## src/rtl/ot_demux_route_pkg.sv

```systemverilog
// Shared helpers and limits for the 1-to-N buffered stream router.
// Optional feature macro (see top): OT_DEMUX_ROUTE_ERR_DROP_EN.
package ot_demux_route_pkg;

  localparam int MAX_OUT_CNT   = 8;
  localparam int MAX_BUF_DEPTH = 8;

  // $clog2 that never returns 0, so single-bit selects/pointers stay legal
  function automatic int clog2_min1(input int n);
    return (n <= 2) ? 1 : $clog2(n);
  endfunction

  localparam int DST_W_MAX   = clog2_min1(MAX_OUT_CNT);
  localparam int USAGE_W_MAX = $clog2(MAX_BUF_DEPTH) + 1;

  typedef logic [DST_W_MAX-1:0]   dst_t;
  typedef logic [USAGE_W_MAX-1:0] usage_t;

endpackage

```

## src/rtl/ot_demux_obuf_rstn.sv

```systemverilog
// One per-output FIFO of the router: registered head, no bypass, storage cleared by reset.
module ot_demux_obuf_rstn
  import ot_demux_route_pkg::*;
#(
  parameter int DATA_WIDTH = 128,
  parameter int BUF_DEPTH  = 2
) (
  input  logic                         clk,
  input  logic                         rstn,
  input  logic                         push,
  input  logic [DATA_WIDTH-1:0]        push_data,
  input  logic                         pop_rdy,
  output logic                         vld,
  output logic                         full,
  output logic [$clog2(BUF_DEPTH):0]   usage,
  output logic [DATA_WIDTH-1:0]        head_data
);

  localparam int PW = clog2_min1(BUF_DEPTH);
  localparam int UW = $clog2(BUF_DEPTH) + 1;

  logic [DATA_WIDTH-1:0] mem [BUF_DEPTH];
  logic [PW-1:0]         wr_ptr;
  logic [PW-1:0]         rd_ptr;
  logic [UW-1:0]         count;
  logic                  do_push;
  logic                  do_pop;

  assign full      = (count == UW'(BUF_DEPTH));
  assign vld       = (count != '0);
  assign usage     = count;
  assign head_data = mem[rd_ptr];

  // a full FIFO refuses the push even when it pops in the same cycle
  assign do_push = push & ~full;
  assign do_pop  = pop_rdy & vld;

  // BUF_DEPTH is a power of two, so the pointers wrap naturally
  always_ff @(posedge clk or negedge rstn) begin
    if (!rstn) begin
      wr_ptr <= '0;
      rd_ptr <= '0;
      count  <= '0;
      for (int k = 0; k < BUF_DEPTH; k++) mem[k] <= '0;
    end else begin
      if (do_push) begin
        mem[wr_ptr] <= push_data;
        wr_ptr      <= wr_ptr + 1'b1;
      end
      if (do_pop) rd_ptr <= rd_ptr + 1'b1;
      case ({do_push, do_pop})
        2'b10:   count <= count + 1'b1;
        2'b01:   count <= count - 1'b1;
        default: count <= count;
      endcase
    end
  end

endmodule

```

## src/rtl/ot_demux_route_rstn.sv

```systemverilog
// 1-to-N stream router: each beat is steered by in_dst into that output's FIFO.
// OT_DEMUX_ROUTE_ERR_DROP_EN: drop illegal in_dst beats and flag sticky err_dst.
module ot_demux_route_rstn
  import ot_demux_route_pkg::*;
#(
  parameter int OUT_CNT    = 4,
  parameter int DATA_WIDTH = 128,
  parameter int BUF_DEPTH  = 2,
  parameter int DST_W      = clog2_min1(OUT_CNT)
) (
  input  logic                                       clk,
  input  logic                                       rstn,
  input  logic                                       in_vld,
  output logic                                       in_rdy,
  input  logic [DST_W-1:0]                           in_dst,
  input  logic [DATA_WIDTH-1:0]                      in_data,
  output logic [OUT_CNT-1:0]                         out_vld,
  input  logic [OUT_CNT-1:0]                         out_rdy,
  output logic [OUT_CNT-1:0][DATA_WIDTH-1:0]         out_data,
  output logic [OUT_CNT-1:0][$clog2(BUF_DEPTH):0]    out_usage,
`ifdef OT_DEMUX_ROUTE_ERR_DROP_EN
  output logic                                       err_dst,
`endif
  output logic                                       idle
);

  logic               dst_legal;
  logic [DST_W-1:0]   dst_sel;
  logic               route_en;
  logic [OUT_CNT-1:0] full;
  logic [OUT_CNT-1:0] push;

  // in_rdy depends only on in_dst and registered counts, never on out_rdy
  always_comb begin
    dst_legal = (32'(in_dst) < 32'(OUT_CNT));
    dst_sel   = dst_legal ? in_dst : DST_W'(OUT_CNT - 1);
`ifdef OT_DEMUX_ROUTE_ERR_DROP_EN
    in_rdy    = dst_legal ? ~full[dst_sel] : 1'b1;
    route_en  = in_vld & in_rdy & dst_legal;
`else
    in_rdy    = ~full[dst_sel];
    route_en  = in_vld & in_rdy;
`endif
    for (int i = 0; i < OUT_CNT; i++) begin
      push[i] = route_en && (dst_sel == DST_W'(i));
    end
  end

`ifdef OT_DEMUX_ROUTE_ERR_DROP_EN
  always_ff @(posedge clk or negedge rstn) begin
    if (!rstn) begin
      err_dst <= 1'b0;
    end else if (in_vld && !dst_legal) begin
      err_dst <= 1'b1;
    end
  end
`endif

  for (genvar g = 0; g < OUT_CNT; g++) begin : g_obuf
    ot_demux_obuf_rstn #(
      .DATA_WIDTH (DATA_WIDTH),
      .BUF_DEPTH  (BUF_DEPTH)
    ) u_obuf (
      .clk       (clk),
      .rstn      (rstn),
      .push      (push[g]),
      .push_data (in_data),
      .pop_rdy   (out_rdy[g]),
      .vld       (out_vld[g]),
      .full      (full[g]),
      .usage     (out_usage[g]),
      .head_data (out_data[g])
    );
  end

  assign idle = ~|out_vld;

endmodule

```

## config.mk

```make
export PLATFORM = sky130hd
export DESIGN_NAME = ot_demux_route_rstn
export DESIGN_NICKNAME = d
export VERILOG_FILES = /design/src/rtl/ot_demux_route_pkg.sv /design/src/rtl/ot_demux_obuf_rstn.sv /design/src/rtl/ot_demux_route_rstn.sv
export SDC_FILE = /design/constraint.sdc
export NUM_CORES = 1
export LEC_CHECK = 0
export ABC_CLOCK_PERIOD_IN_PS = 1750
export CORE_MARGIN = 2
export CORE_UTILIZATION = 39
export CTS_CLUSTER_DIAMETER = 50
export DETAILED_ROUTE_END_ITERATION = 8
export SLEW_MARGIN = 30
export SYNTH_ARGS = -nofsm -noshare
export SYNTH_HDL_FRONTEND = slang
export SYNTH_SLANG_ARGS = --single-unit
```

## constraint.sdc

```tcl
create_clock -name clk -period 1.75 [get_ports clk]
set_input_delay 0.35 -clock clk [delete_from_list [all_inputs] [get_ports clk]]
set_output_delay 0.35 -clock clk [all_outputs]
set_load 0.03 [all_outputs]
```

==> reports/results.tsv <==
stage	metric	value	unit
status	status	finished with violations	
status	violated checks	negative setup slack	
synthesis	post-synthesis cell count	2810	
pwr	VDD IR max	2.02	mV
finish	share of cells above drive strength 1	66.6	%
pwr	Int Pwr	89.0	mW
finish	fillers	9458	
timing	Final Hold Fails	0	
timing	Slew @ Worst Pin	0.515	ns
setup_path	Worst R2R Path Depth	5	
floorplan	Initial Util	39.4	%
setup_path	crit path max fanout	11	
timing	Slew headroom	65.5	%
pwr	Leakage	27.5	nW
floorplan	Die ar.	0.118	mm^2
floorplan	Core Region	0.115	mm^2
placed_design	pre-CTS WS	-0.833	ns
synthesis	asr flop ratio synth	100	%
pwr	Power, Total	146	mW
pwr	Reg power frac	28.9	%
routing	initial DRC count	1182	
cts	clock sink count	1040	
synthesis	Post-synth EDFFs	0	
setup_path	Worst EP arrival	2.28	ns
pwr	switching share of power	39.1	%
placed_design	GPL Wtd Cong	0.801	
floorplan	Die Y-Extent	344	um
job	Max Cap Viol	0	
worst_hold_path	Hold Path Class	in -> async	
timing	final setup TNS	-441.58	ns
cts	clock latency on the worst-skew pair	0.72	ns
setup_path	worst flop-to-flop path startpoint	g_obuf[2].u_obuf.usage[1]$_DFFE_PN0P_	
global_routing	met3 usage	5.26	%
routing	Post-route DRC	0	
cts	Reg clk slew, reported paths	0.05	ns
timing	final worst setup slack	-0.879	ns
pwr	Cell Pwr Density	2390	mW/mm^2
synthesis	Post-Syn Area per Cell	16.0	um^2
floorplan	# IOs	663	
timing	Finish-stage setup viols	1234	
routing	vias post-DR	27500	
routing	Total Wirelength	136	mm
global_routing	vias in the first global route	30100	
cts	clock root cell	clkbuf_16	
timing	clk_skew	0.0183	ns
synthesis	Syn Std Cell Area	0.0451	mm^2
global_routing	GRT Total Usage	22.1	%
synthesis	Synth Net Count	2951	
synthesis	Synth Warn #	0	
pwr	clock group share of total power	18.4	%
cts	cts bufs inserted	130	
synthesis	Seq/Total Area, Yosys	57.8	%
setup_path	critical path required time	1.40	ns
global_routing	met2 Use GR	36.5	%
global_routing	initial antenna violation count	3	
cts	depth of the CTS H-tree	4	
setup_path	worst reg2reg setup slack	-0.14	ns
synthesis	Netlist cell types	27	
setup_path	worst reg2reg path endpoint	g_obuf[2].u_obuf.mem[40]$_DFFE_PN0P_	
setup_path	startpoint types	flip-flop	
floorplan	Chip Width	344	um
floorplan	num rows	124	
finish	fin util	53.3	%
timing	Max Clk Rate	380	MHz
routing	WL per Instance	25.3	um
pwr	NetSw	57.1	mW
cts	clock tree from TritonCTS	built	
global_routing	gr ovfl total	0	
setup_path	Critical Path End Type	output port	
routing	Final ANT Viol Nets	0	
finish	Area growth, synth to finish	35.5	%
timing	RSZ-0062 raised after global routing	yes	
finish	post-route design area	0.0610	mm^2
timing	period utilization	150	%
cts	clock tree buffer depth	3	
routing	DRT Pass-1 Iters	4	
placed_design	post-DP HPWL	94.8	mm
placed_design	port bufs	662	
global_routing	global routing usage on met1	28.5	%
synthesis	top_reg_cell synth	dfrtp_1	
timing	min cycle time layout	2.63	ns
synthesis	register bit total from synthesis	1040	
finish	nets	3894	
pwr	Logic pwr share	52.7	%
global_routing	largest net degree at the start of global routing	77	
setup_path	critical path class	reg -> out	
routing	vias per cell	5.13	
global_routing	layer with the highest usage	met2	
global_routing	first-pass GRT wire length	195	mm
placed_design	Area after DPL	0.0556	mm^2
timing	Slew Limit Fails	0	
## layout by cell type, fill, tap and decap left out, types with 3 or more instances in the layout
cell type	instances
dfrtp_2	6
xor2_1	8
ha_1	4
clkbuf_16	151
clkbuf_8	24
buf_6	88
inv_6	7
dfrtp_1	1030
buf_12	134
diode_2	3
buf_16	8
buf_4	360
clkbuf_2	16
or2_2	4
clkinv_2	15
xnor2_1	12
buf_2	81
nand4_1	3
bufinv_16	7
clkdlybuf4s50_1	146
nor2_1	5
nand2b_1	4
mux2_4	137
clkinvlp_4	15
mux2_2	1399
and2_1	4
buf_8	7
dfrtp_4	4
inv_16	3
dlygate4sd2_1	41
clkdlybuf4s15_2	86
clkbuf_1	23
## cell type report
cell class	instances	area [um^2]	share of cell area [%]
Timing Repair Buffer	985	10400	17.0
Multi-Input combinational cell	1596	18300	30.0
Antenna cell	3	7.51	0.0123
Clock buffer	183	3820	6.26
Clock inverter	51	564	0.924
Sequential cell	1040	26000	42.7
Tap cell	1512	1890	3.10
## timing repair
| item | 4_1_cts | 5_1_grt |
|---|---|---|
| hold endpoints to repair | 293 | 0 |
| hold buffers | 1 | 0 |
| setup endpoints to repair | 1282 | 1512 |
| resized for setup | 581 | 508 |
| buffers inserted | 7 | 49 |
| gates cloned | 2 | 16 |
## kinds of logic (layout without fill, tap and decap cells)
family,Yosys count,count (layout),share of synthesized area [%]
xor gates and xnor gates,20,20,0.389
adders and majority gates,4,4,0.111
buffers and inverters,174,1219,1.98
DFF,1040,1040,57.8
muxes,1537,1537,39.3
other,0,3,0
and+or+nand+nor,35,35,0.486
## Yosys cell counts (2+ instances only)
master	count	area (um^2)
clkbuf_1	56	210
and2_1	4	25.0
nand4b_1	2	17.5
nor2_1	6	22.5
buf_6	14	158
mux2_4	100	1500
nand3_1	2	10.0
buf_1	4	15.0
nand2b_1	4	25.0
buf_2	96	480
xnor2_1	12	105
buf_4	4	30.0
nand4_1	3	18.8
ha_1	4	50.1
nor4b_1	2	17.5
or2_2	4	25.0
mux2_2	1435	16200
nor2b_1	3	18.8
dfrtp_1	1040	26000
xor2_1	8	70.1
## stage by stage
stage / hold slack, ns / cells
finish: 0.137 / 5370
global route: 0.122 / 5370
CTS: 0.0992 / 5303
global placement: 0.268 / 5059
detailed placement: 0.267 / 5059
floorplan: 0.0544 / 2810
## registers in the layout, indices dropped and copies added (netlist names)
| name | count |
|---|---|
| g_obuf.u_obuf.mem | 1024 |
| g_obuf.u_obuf.usage | 8 |
| g_obuf.u_obuf.rd_ptr | 4 |
| g_obuf.u_obuf.wr_ptr | 4 |
## per-layer routing
| metal | up-vias | wire length, um |
|---|---|---|
| li1 | 12000 | - |
| met1 | 14600 | 58500 |
| met2 | 663 | 66200 |
| met3 | 209 | 7010 |
| met4 | 0 | 4220 |
| met5 | - | 0 |
## power by group through the flow
stage	logic, mW	clock network, mW	registers [mW]
after detailed placement	75.1	0	42.4
after global placement	74.3	0	41.5
final	77.0	26.9	42.2
after CTS	74.0	27.6	42.1
after global routing	80.1	28.6	43.7
after floorplan	45.3	0	40.3
## worst max-delay path, cell delays in order (launching register included)
cell             delay [ns]
dfrtp_4                0.50
buf_12                 0.14
clkbuf_16              0.20
mux2_2                 0.41
clkdlybuf4s15_2        0.30
## worst max-delay path by stage
| stage | from | endpoint | slack, ns | cells after the start |
|---|---|---|---|---|
| 6_report | g_obuf[3].u_obuf.rd_ptr$_DFFE_PN0P_ | out_data[470] | -0.88 | 4 |
| 2_1_floorplan | g_obuf[2].u_obuf.usage[1]$_DFFE_PN0P_ | g_obuf[2].u_obuf.mem[135]$_DFFE_PN0P_ | -0.06 | 5 |
| 3_5_place_dp | in_dst[0] | g_obuf[1].u_obuf.mem[80]$_DFFE_PN0P_ | -0.83 | 7 |
| 5_1_grt | g_obuf[3].u_obuf.rd_ptr$_DFFE_PN0P_ | out_data[470] | -0.94 | 4 |
| 4_1_cts | g_obuf[1].u_obuf.rd_ptr$_DFFE_PN0P_ | out_data[254] | -0.94 | 5 |
| 3_3_place_gp | in_dst[0] | g_obuf[1].u_obuf.mem[69]$_DFFE_PN0P_ | -0.86 | 7 |
No activity file was read; power rests on OpenSTA's default activity.
